**src/rtl/seg7_scan_driver.sv**
```systemverilog
// Four-digit common-anode 7-segment driver: sequential double-dabble binary->BCD
// conversion, then one digit per rising edge of divided_clk (sampled as data in clk domain).
module seg7_scan_driver #(
  parameter int unsigned WIDTH         = 14,
  parameter bit          BLANK_LEADING = 1'b1
) (
  input  logic             clk,
  input  logic             reset,
  input  logic             divided_clk,
  input  logic [WIDTH-1:0] value,
  input  logic             load,
  output logic             busy,
  output logic [3:0]       an,
  output logic [6:0]       seg,
  output logic             dp
);

  localparam int unsigned CW   = $clog2(WIDTH + 1);
  localparam logic [31:0] MAXV = 32'd9999;

  typedef enum logic [1:0] {S_IDLE, S_SHIFT, S_COMMIT} state_t;

  state_t                r_state, w_state_nxt;
  logic [CW-1:0]         r_cnt, w_cnt_nxt;
  logic [WIDTH-1:0]      r_bin, w_bin_nxt, w_sat;
  logic [15:0]           r_bcd, w_bcd_nxt, w_bcd_adj;
  logic [15:0]           r_disp, w_disp_nxt;
  logic [16+WIDTH-1:0]   w_cat;
  logic                  r_div_q, w_step;
  logic [1:0]            r_idx, w_idx_nxt;
  logic                  r_live, w_live_nxt;
  logic [3:0]            r_an, w_an_nxt;
  logic [6:0]            r_seg, w_seg_nxt;
  logic [3:0]            w_digit, w_nz;
  logic                  w_blank;

  function automatic logic [6:0] decode(input logic [3:0] d);
    case (d)
      4'd0:    decode = 7'h40;
      4'd1:    decode = 7'h79;
      4'd2:    decode = 7'h24;
      4'd3:    decode = 7'h30;
      4'd4:    decode = 7'h19;
      4'd5:    decode = 7'h12;
      4'd6:    decode = 7'h02;
      4'd7:    decode = 7'h78;
      4'd8:    decode = 7'h00;
      4'd9:    decode = 7'h10;
      default: decode = 7'h7F;
    endcase
  endfunction

  always_comb begin
    w_sat = (32'(value) > MAXV) ? WIDTH'(MAXV) : value;
    w_bcd_adj = r_bcd;
    for (int unsigned k = 0; k < 4; k++) begin
      if (r_bcd[4*k +: 4] >= 4'd5) w_bcd_adj[4*k +: 4] = r_bcd[4*k +: 4] + 4'd3;
    end
    w_cat = {w_bcd_adj, r_bin} << 1;
  end

  always_comb begin
    w_state_nxt = r_state;
    w_cnt_nxt   = r_cnt;
    w_bin_nxt   = r_bin;
    w_bcd_nxt   = r_bcd;
    w_disp_nxt  = r_disp;
    case (r_state)
      S_IDLE: begin
        if (load) begin
          w_bin_nxt   = w_sat;
          w_bcd_nxt   = '0;
          w_cnt_nxt   = '0;
          w_state_nxt = S_SHIFT;
        end
      end
      S_SHIFT: begin
        w_bcd_nxt = w_cat[16+WIDTH-1 -: 16];
        w_bin_nxt = w_cat[WIDTH-1:0];
        w_cnt_nxt = r_cnt + CW'(1);
        if (r_cnt == CW'(WIDTH - 1)) w_state_nxt = S_COMMIT;
      end
      S_COMMIT: begin
        w_disp_nxt  = r_bcd;
        w_state_nxt = S_IDLE;
      end
      default: w_state_nxt = S_IDLE;
    endcase
  end

  // Decode from next-cycle idx/disp so a COMMIT coinciding with a step shows the new value.
  always_comb begin
    w_step     = divided_clk & ~r_div_q;
    w_idx_nxt  = w_step ? r_idx + 2'd1 : r_idx;
    w_live_nxt = r_live | w_step;
    w_digit    = w_disp_nxt[{w_idx_nxt, 2'b00} +: 4];
    for (int unsigned k = 0; k < 4; k++) begin
      w_nz[k] = |w_disp_nxt[4*k +: 4];
    end
    w_blank   = BLANK_LEADING && (w_idx_nxt != 2'd0) && ~|(w_nz >> w_idx_nxt);
    w_an_nxt  = 4'b1111;
    w_seg_nxt = 7'h7F;
    if (w_live_nxt && !w_blank) begin
      w_an_nxt  = ~(4'b0001 << w_idx_nxt);
      w_seg_nxt = decode(w_digit);
    end
  end

  always_ff @(posedge clk) begin
    if (reset) begin
      r_state <= S_IDLE;
      r_cnt   <= '0;
      r_bin   <= '0;
      r_bcd   <= '0;
      r_disp  <= '0;
      r_div_q <= 1'b0;
      r_idx   <= 2'd3;
      r_live  <= 1'b0;
      r_an    <= '1;
      r_seg   <= '1;
    end else begin
      r_state <= w_state_nxt;
      r_cnt   <= w_cnt_nxt;
      r_bin   <= w_bin_nxt;
      r_bcd   <= w_bcd_nxt;
      r_disp  <= w_disp_nxt;
      r_div_q <= divided_clk;
      r_idx   <= w_idx_nxt;
      r_live  <= w_live_nxt;
      r_an    <= w_an_nxt;
      r_seg   <= w_seg_nxt;
    end
  end

  assign busy = (r_state != S_IDLE);
  assign an   = r_an;
  assign seg  = r_seg;
  assign dp   = 1'b1;

endmodule

```
**config.mk**
```make
export PLATFORM = sky130hd
export DESIGN_NAME = seg7_scan_driver
export DESIGN_NICKNAME = d
export VERILOG_FILES = /design/src/rtl/seg7_scan_driver.sv
export SDC_FILE = /design/constraint.sdc
export NUM_CORES = 1
export LEC_CHECK = 0
export CAP_MARGIN = 10
export CORE_ASPECT_RATIO = 1.5
export CORE_MARGIN = 8
export CORE_UTILIZATION = 45
export CTS_BUF_LIST = sky130_fd_sc_hd__clkbuf_8
export DETAILED_ROUTE_END_ITERATION = 6
export PLACE_DENSITY = 0.65
export SYNTH_ARGS = -nofsm -noshare
export SYNTH_HDL_FRONTEND = slang
export SYNTH_SLANG_ARGS = --single-unit
```
**constraint.sdc**
```tcl
create_clock -name clk -period 5.51 [get_ports clk]
set_input_delay 1.653 -clock clk [delete_from_list [all_inputs] [get_ports clk]]
set_output_delay 1.653 -clock clk [all_outputs]
set_load 0.1 [all_outputs]
```
# After elaboration in Yosys (flattened, before gate mapping)
# Memories as Yosys holds them, arrays and structs flattened. A register that Yosys moved wholly into a read port is not among the register bits.
# Cells that the tools add are included.
[word_totals]
ff_bits = 60
romBits = 112
input_bits = 18
elab_cells = 66
mem_count = 1
[op_classes]
addsub = 6
order_cmp = 5
n_eq_ne = 5
shifts = 3
mux = 16
bitwise = 5
n_reduce_logical = 16
[memory_table]
columns = ["memory", "depth", "width", "rd", "rd_ports_with_merged_regs", "wr", "line", "source"]
rows = [
  ["(name not given)", 16, 7, 1, 1, 0, "38", "case (d)"],
]
[op_table]
columns = ["cell", "n"]
rows = [
  ["2-to-1 mux 16 bit", 2],
  ["case mux 16 bit (2 select lines)", 1],
  ["2-to-1 mux 14 bit", 2],
  ["case mux 14 bit (2 select lines)", 1],
  ["OR reduction 4 bit", 5],
  ["greater-or-equal comparator 4 x 3 -> 1 bit, second input constant", 4],
  ["2-to-1 mux 4 bit", 4],
  ["variable part select 16 x 5 -> 4 bit", 1],
  ["greater-than comparator 14 bit, second input constant", 1],
  ["adder 4 x 2 -> 4 bit, second input constant", 3],
  ["case mux 4 bit (2 select lines)", 1],
  ["2-to-1 mux 2 bit", 3],
  ["nonzero test 2 bit", 3],
  ["adder 4 x 1 -> 4 bit, second input constant", 1],
  ["equality test 4 bit, second input constant", 1],
  ["!= test 2 bit, second input constant", 2],
  ["inverter 4 bit", 1],
  ["case mux 2 bit (2 select lines)", 1],
  ["AND reduction 2 bit", 2],
  ["<< shifter 1 x 2 -> 4 bit, first input constant", 1],
  [">> shifter 4 x 2 -> 4 bit", 1],
  ["adder 3 x 2 -> 3 bit, second input constant", 1],
  ["2-to-1 mux 3 bit", 1],
  ["adder 2 x 1 -> 2 bit, second input constant", 1],
  ["9 further kinds", 12],
]

# Longest topological paths before layout
# Gate-level depths: netlist of run 1.
[depth]
ltp_word = 11
mapped_depth = 11

# Worst setup path before layout of run 1
# OpenSTA, ideal clock, no wires.
[synth_timing]
kind = "input-to-reg"
start = "input divided_clk"
end = "register r_seg[4] (netlist: seg[4])"
setup_ns = 0.075
t_arrival_ns = 3.309
setup_slack_ns = 2.126
stages = 10
n_path_buf = 2
path_cell_list = "nor2b_1 buf_4 and3_1 buf_8 o21ai_0 o211a_2 inv_1 ha_1 mux2_4 a22oi_2"
[synth_between]
elab_chain_len = 10
word_cells_on_any_way = 13
cone_classes = "shift (2); mux (1); bitwise (3); reduce/logical (7)"
[synth_rtl]
columns = ["element", "line", "source"]
rows = [
  ["start: declaration", "9", "input logic divided_clk,"],
  ["AND 1 bit *", "93", "w_step = divided_clk & ~r_div_q;"],
  ["2-to-1 mux 2 bit", "94", "w_idx_nxt = w_step ? r_idx + 2'd1 : r_idx;"],
  [">> shifter 4 x 2 -> 4 bit", "100", "w_blank = BLANK_LEADING && (w_idx_nxt != 2'd0) && ~|(w_nz >> w_idx_nxt);"],
  ["OR reduction 4 bit", "100", ""],
  ["zero test 1 bit", "100", ""],
  ["logical AND 1 bit", "100", ""],
  ["zero test 1 bit", "103", "if (w_live_nxt && !w_blank) begin"],
  ["logical AND 1 bit", "103", ""],
  ["inverter 1 bit (no line)", "-", ""],
  ["OR reduction 2 bit (no line)", "-", ""],
  ["end: declaration", "33", "logic [6:0] r_seg, w_seg_nxt;"],
]
# Mark *: on every way between the ends. The rest lies on a longest branch, timed or not.
# A chain may end at the register's enable or synchronous reset.

# Final worst setup path of run 1
# Same ends and word-level chain as after synthesis.

==> results of run 1 <==
## cell type report
type / count / area share, %
multi-input cells: 264 / 47.2
flip-flops and latches: 67 / 36.0
repair buffers: 32 / 8.27
clock buffers: 11 / 4.07
well taps: 80 / 2.69
inverters: 16 / 1.61
clock inverters: 1 / 0.101
## through the flow
stage / setup slack, ns / std cells / instance area, µm² / hold WS [ns] / power (mW)
3_3_place_gp: 1.22 / 459 / 3570 / 0.441 / 0.689
3_5_place_dp: 1.16 / 459 / 3570 / 0.447 / 0.692
6_report: 1.50 / 471 / 3720 / 0.453 / 1.02
2_1_floorplan: 2.13 / 370 / 3280 / 0.432 / 0.650
5_1_grt: 1.27 / 471 / 3720 / 0.476 / 1.07
4_1_cts: 1.48 / 471 / 3720 / 0.455 / 1.03
## power by group
part	internal, mW	switching [mW]
Combinational	0.0566	0.112
Clock	0.176	0.164
Sequential	0.500	0.0123
## worst paths after layout
path,start,end,cells past startpoint
worst max-delay path,divided_clk,seg[4]$_SDFF_PP1_,9
worst min-delay path,r_bin[13]$_SDFFE_PP0P_,r_bcd[0]$_SDFFE_PP0P_,2
worst max register to register,r_div_q$_SDFF_PP0_,seg[4]$_SDFF_PP1_,8
worst min register to register,r_bin[13]$_SDFFE_PP0P_,r_bcd[0]$_SDFFE_PP0P_,2
## registers in the layout, summed over array words and instances, names as in the netlist, 2 cells and up
name     count
an           4
r_disp      16
r_idx        2
r_bin       14
r_state      2
seg          7
r_cnt        4
r_bcd       16
## worst reg2reg max path: cells and delay by family (launching register included)
| kind | cells | cell delay (ns) |
|---|---|---|
| adder cells (fa/ha/maj) | 1 | 0.23 |
| buffers and inverters | 1 | 0.11 |
| flip-flops | 1 | 0.30 |
| multiplexers | 1 | 0.26 |
| AO/OA/AOI/OAI | 3 | 0.66 |
| AND/OR/NAND/NOR | 2 | 0.85 |
## per-layer routing
layer | wire [µm] | vias to the layer above | global-route usage [%]
met5 | 0 | - | 0
met4 | 142 | 0 | 7.93
met3 | 334 | 12 | 3.74
met2 | 3560 | 60 | 25.3
met1 | 2850 | 1261 | 14.8
li1 | - | 1332 | -
## layout by cell type (no fill, tap or decap), types with 2 or more instances in the layout
| cell type | Yosys | routed |
|---|---|---|
| clkbuf_8 | 0 | 11 |
| nor2_1 | 37 | 37 |
| a22oi_1 | 13 | 13 |
| a21oi_1 | 34 | 34 |
| dfxtp_1 | 67 | 67 |
| nor3_1 | 12 | 12 |
| nor3b_1 | 2 | 2 |
| xnor2_1 | 5 | 5 |
| a222oi_1 | 4 | 4 |
| o211ai_2 | 2 | 2 |
| nand2b_1 | 6 | 6 |
| nor4_1 | 3 | 3 |
| mux2i_1 | 20 | 20 |
| o21ai_0 | 25 | 25 |
| a31oi_1 | 4 | 4 |
| mux2_2 | 2 | 2 |
| nand3_1 | 18 | 18 |
| nor2b_1 | 5 | 4 |
| clkdlybuf4s50_1 | 0 | 28 |
| and3b_1 | 2 | 2 |
| nand2_1 | 21 | 21 |
| buf_4 | 3 | 3 |
| xor2_1 | 4 | 4 |
| or4_1 | 2 | 2 |
| ha_1 | 15 | 15 |
| inv_1 | 16 | 17 |
| o21ai_1 | 5 | 5 |
| or2_2 | 2 | 2 |
## cell families after synthesis
group | share of synthesized area (%)
AND/OR/NAND/NOR | 17.2
XOR/XNOR | 2.90
AO/OA/AOI/OAI | 19.4
other | 0.114
adder cells (fa/ha/maj) | 5.72
multiplexers | 8.04
buffers and inverters | 5.68
flip-flops | 40.9
==> flow_metrics.py, run 1 <==
metrics = {
    "run_status": {
        "status": "finished clean",
    },
    "sta": {
        "drv_slew": 0,
        "setup_violations": 0,
        "fmax_mhz": 249,
        "worst_pin_slew_ns": 1.04,
        "rsz0062_at_grt": "false",
        "finalHoldViolations": 0,
        "period_needed_ns": 4.01,
        "finalCritPeriodShare_pct": 72.8,
        "relSlewSlack_pct": 30.7,
        "fin_skew_ns": 0.00500,
        "fin_tns_setup_ns": 0,
    },
    "drt": {
        "vias": 2665,
        "drtIter0Drc": 182,
        "drtAntennaViolNets": 0,
        "wire_per_inst_um": 14.6,
        "wirelength_mm": 6.89,
        "drc_errors": 0,
        "first_pass_iters": 4,
        "via_per_inst": 5.66,
    },
    "place": {
        "gp_congestion": 0.777,
        "port_buffers": 29,
        "place_hpwl_mm": 4.87,
    },
    "synthesis": {
        "synth_area_per_cell_um2": 8.87,
        "ys_seq_area_share_pct": 40.9,
        "syn_inst": 370,
        "ys_ff_latch": 67,
        "synth_top_area_share_pct": 40.9,
        "synth_area_leaders": "dfxtp_1 41%, mux2i_1 6.1%, ha_1 5.7%",
        "synth_cell_types": 51,
        "synth_common_cells": "67 x dfxtp_1, 37 x nor2_1, 34 x a21oi_1",
        "synth_nets": 403,
        "async_reset_ff_share_pct": 0,
        "yosys_warnings": 0,
        "synth-main-ff-cell": "dfxtp_1",
        "synth_most_common_cell": "dfxtp_1",
        "syn_area_um2": 3280,
        "synth_edf_count": 0,
        "yosysTopAreaCell": "dfxtp_1",
    },
    "global_route": {
        "antenna_found_initial": 0,
        "track_usage_pct": 14.3,
        "grt_max_degree": 58,
        "gr-total-overflow": 0,
        "grt_pass1_vias": 2622,
        "grt_pass1_wl_mm": 11.8,
    },
    "clock_network": {
        "clockBufferDepth": 2,
        "holdBufCountCts": 0,
        "cts_tree": "yes",
        "cts.sinks": 67,
        "ctsResizeCount": 0,
        "numCtsBuffers": 9,
        "cts_root_buf": "clkbuf_8",
        "htree_num_levels": 3,
        "cts_setup_buffers": 0,
        "clk_pin_slew_worst_paths_ns": 0.07,
        "clk_latency_ns": 0.33,
    },
    "worst_setup_path": {
        "worstPathCellList": "clkdlybuf4s50_1, nor2b_1, nor3b_1, o21ai_0, o211a_2, inv_1, ha_1, mux2_4, a22oi_2",
        "slowest_delay_ns": 0.66,
        "worstPathRequired_ns": 5.77,
        "slowest_stage": "nor2b_1",
        "path_class": "input pin to register",
        "crit_path_start_kind": "input pin",
        "crit_arrival_ns": 4.27,
        "r2r_setup_slack_ns": 3.02,
        "critPathBufInv": 2,
        "end_kind": "register",
        "critPathMaxFanout": 10,
        "cp_top_family": "simple AND/OR/NAND/NOR gates",
    },
    "floorplanning": {
        "core_area_um2": 7130,
        "io_pins": 31,
        "die_y_um": 121,
        "rows": 38,
        "start_util_pct": 46.0,
        "fp.dieW_um": 85.7,
        "die-area_um2": 10300,
    },
    "finish": {
        "multi_input_area_um2": 1760,
        "diodes": 0,
        "drive_above_1_share_pct": 8.44,
        "finish.utilization_pct": 52.2,
        "area_growth_pct": 13.4,
        "regArea_um2": 1340,
        "num-fill-cells": 680,
        "final_nets": 423,
    },
    "pwr": {
        "peakVddDrop_mv": 0.170,
        "power.leakage_nw": 1.49,
        "p_per_area_nw_per_um2": 274,
    },
    "job": {
        "max_cap_viol_count": 0,
    },
    "worst_hold_path": {
        "min_path_type": "register to register",
    },
}
No activity file was read; power rests on OpenSTA's default activity.
==> run 2: changes to the inputs <==
--- a/config.mk
+++ b/config.mk
@@ -11,7 +11,7 @@
 export CORE_UTILIZATION = 45
 export CTS_BUF_LIST = sky130_fd_sc_hd__clkbuf_8
 export DETAILED_ROUTE_END_ITERATION = 6
-export PLACE_DENSITY = 0.65
+export PLACE_DENSITY = 0.68
 export SYNTH_ARGS = -nofsm -noshare
 export SYNTH_HDL_FRONTEND = slang
 export SYNTH_SLANG_ARGS = --single-unit
==> constraint.sdc (replaced) <==
create_clock -name clk -period 3.4 [get_ports clk]
set_input_delay 1.02 -clock clk [delete_from_list [all_inputs] [get_ports clk]]
set_output_delay 1.02 -clock clk [all_outputs]
set_load 0.1 [all_outputs]
==> flow_metrics.py, run 2 (same netlist as run 1, synthesis figures left out) <==
metrics = {
    "finish": {
        "num-fill-cells": 687,
        "mostFrequentLayoutCell": "dfxtp_1",
        "drive_above_1_share_pct": 13.5,
        "multi_input_area_um2": 1760,
        "finish.utilization_pct": 52.9,
        "regArea_um2": 1340,
        "final_nets": 429,
        "diodes": 0,
        "reg_top3": "r_bcd: 16 flops, r_disp: 16 flops, r_bin: 14 flops",
        "layout_common_cells": "67 x dfxtp_1, 37 x nor2_1, 34 x a21oi_1",
        "area_growth_pct": 14.9,
        "finalNonFillerCells": 481,
    },
    "drt": {
        "wirelength_mm": 7.16,
        "first_pass_iters": 4,
        "vias": 2655,
        "via_per_inst": 5.52,
        "drc_errors": 0,
        "drtAntennaViolNets": 0,
        "drtIter0Drc": 116,
        "wire_per_inst_um": 14.9,
    },
    "pwr": {
        "p_per_area_nw_per_um2": 460,
        "power.leakage_nw": 1.54,
        "peakVddDrop_mv": 0.227,
    },
    "floorplanning": {
        "io_pins": 31,
        "start_util_pct": 46.0,
        "die-area_um2": 10300,
        "die_y_um": 121,
        "fp.dieW_um": 85.7,
        "rows": 38,
        "core_area_um2": 7130,
    },
    "worst_hold_path": {
        "worstHoldStart": "r_bin[13]$_SDFFE_PP0P_",
        "min_path_type": "register to register",
        "min_to": "r_bcd[0]$_SDFFE_PP0P_",
        "hold_depth": 2,
    },
    "global_route": {
        "grt_max_degree": 49,
        "grt_pass1_vias": 2673,
        "antenna_found_initial": 0,
        "track_usage_pct": 14.9,
        "gr-total-overflow": 0,
        "grt_pass1_wl_mm": 12.1,
    },
    "worst_setup_path": {
        "worstPathRequired_ns": 3.62,
        "worstRegToRegCells": 9,
        "path_class": "input pin to register",
        "rr_startpoint": "r_state[0]$_SDFFE_PP0P_",
        "slowest_delay_ns": 0.41,
        "worstPathCellList": "clkdlybuf4s50_1, nor2b_1, buf_4, nor3_1, o21ai_0, o211ai_1, inv_1, ha_1, mux2i_1, a22oi_1",
        "crit_arrival_ns": 3.15,
        "crit_path_start_kind": "input pin",
        "critPathBufInv": 3,
        "regToRegEndpoint": "seg[3]$_SDFF_PP1_",
        "cp_top_family": "buffers and inverters",
        "r2r_setup_slack_ns": 0.78,
        "critPathMaxFanout": 10,
        "slowest_stage": "clkdlybuf4s50_1",
        "end_kind": "register",
    },
    "clock_network": {
        "numCtsBuffers": 9,
        "cts_root_buf": "clkbuf_8",
        "clk_latency_ns": 0.35,
        "clk_pin_slew_worst_paths_ns": 0.07,
        "ctsResizeCount": 0,
        "cts_setup_buffers": 0,
        "holdBufCountCts": 0,
        "clockBufferDepth": 2,
        "cts_tree": "yes",
        "htree_num_levels": 3,
        "cts.sinks": 67,
    },
    "place": {
        "gp_congestion": 0.811,
        "place_hpwl_mm": 5.23,
        "place_inst": 465,
        "port_buffers": 29,
    },
    "sta": {
        "setup_violations": 0,
        "fmax_mhz": 342,
        "finalHoldViolations": 0,
        "fin_tns_setup_ns": 0,
        "finalCritPeriodShare_pct": 86.0,
        "worst_pin_slew_ns": 0.792,
        "period_needed_ns": 2.92,
        "drv_slew": 0,
        "relSlewSlack_pct": 47.2,
        "rsz0062_at_grt": "false",
        "fin_skew_ns": 0.00560,
    },
    "run_status": {
        "status": "finished clean",
    },
    "job": {
        "max_cap_viol_count": 0,
    },
}
==> run 2: cell count changes in the layout (fill, tap and decap cells not counted), sizes merged <==
| cell | delta |
|---|---|
| clkinv | +1 |
| clkdlybuf4s50 | -12 |
| buf | +18 |
| inv | +1 |
| clkbuf | +2 |
==> run 2: routing by layer <==
layer | share of wire (%) | vias to the layer above | routed length, µm | GRT usage (%)
li1 | - | 1355 | - | -
met1 | 41 | 1233 | 2910 | 14.2
met2 | 52 | 49 | 3710 | 26.9
met3 | 4.2 | 18 | 303 | 3.67
met4 | 3.3 | 0 | 235 | 10.7
met5 | 0 | - | 0 | 0
==> run 2: how the worst max path moves through the flow <==
stage                     slack [ns]  cells past startpoint   startpoint                end
after detailed placement        0.11                     10  divided_clk  seg[3]$_SDFF_PP1_
final                           0.48                     10  divided_clk  seg[3]$_SDFF_PP1_
after global routing            0.26                     10  divided_clk  seg[0]$_SDFF_PP1_
after CTS                       0.49                     10  divided_clk  seg[3]$_SDFF_PP1_
after global placement          0.19                     10  divided_clk  seg[4]$_SDFF_PP1_
after floorplan                 0.65                     10  divided_clk  seg[4]$_SDFF_PP1_
==> run 2: report_power, final <==
group	internal [mW]	switching (mW)
clock network	0.338	0.291
registers	0.810	0.0198
logic	0.0942	0.183
==> run 2: final cells by class <==
type / instances / share of cell area (%)
multi-input cells: 264 / 46.6
inverters: 16 / 1.59
clock inverters: 3 / 0.332
flip-flops and latches: 67 / 35.6
clock buffers: 13 / 4.74
well taps: 80 / 2.65
repair buffers: 38 / 8.56
==> run 2: stage by stage <==
| step | cell area [µm²] | hold WS (ns) | setup WS [ns] | power [mW] |
|---|---|---|---|---|
| 6_report | 3770 | 0.452 | 0.476 | 1.74 |
| 5_1_grt | 3770 | 0.478 | 0.265 | 1.82 |
| 4_1_cts | 3770 | 0.453 | 0.486 | 1.76 |
| 3_5_place_dp | 3580 | 0.443 | 0.105 | 1.13 |
| 3_3_place_gp | 3580 | 0.441 | 0.190 | 1.12 |
| 2_1_floorplan | 3280 | 0.432 | 0.649 | 1.05 |
==> run 2: worst register-to-register path, stage by stage, from the launching register on <==
cell and delay, ns:
dfxtp_1 0.34, nand2b_1 0.59, buf_4 0.30, mux2i_1 0.32
o21ai_0 0.15, o211ai_1 0.21, inv_1 0.12, ha_1 0.20
mux2i_1 0.17, a22oi_1 0.09
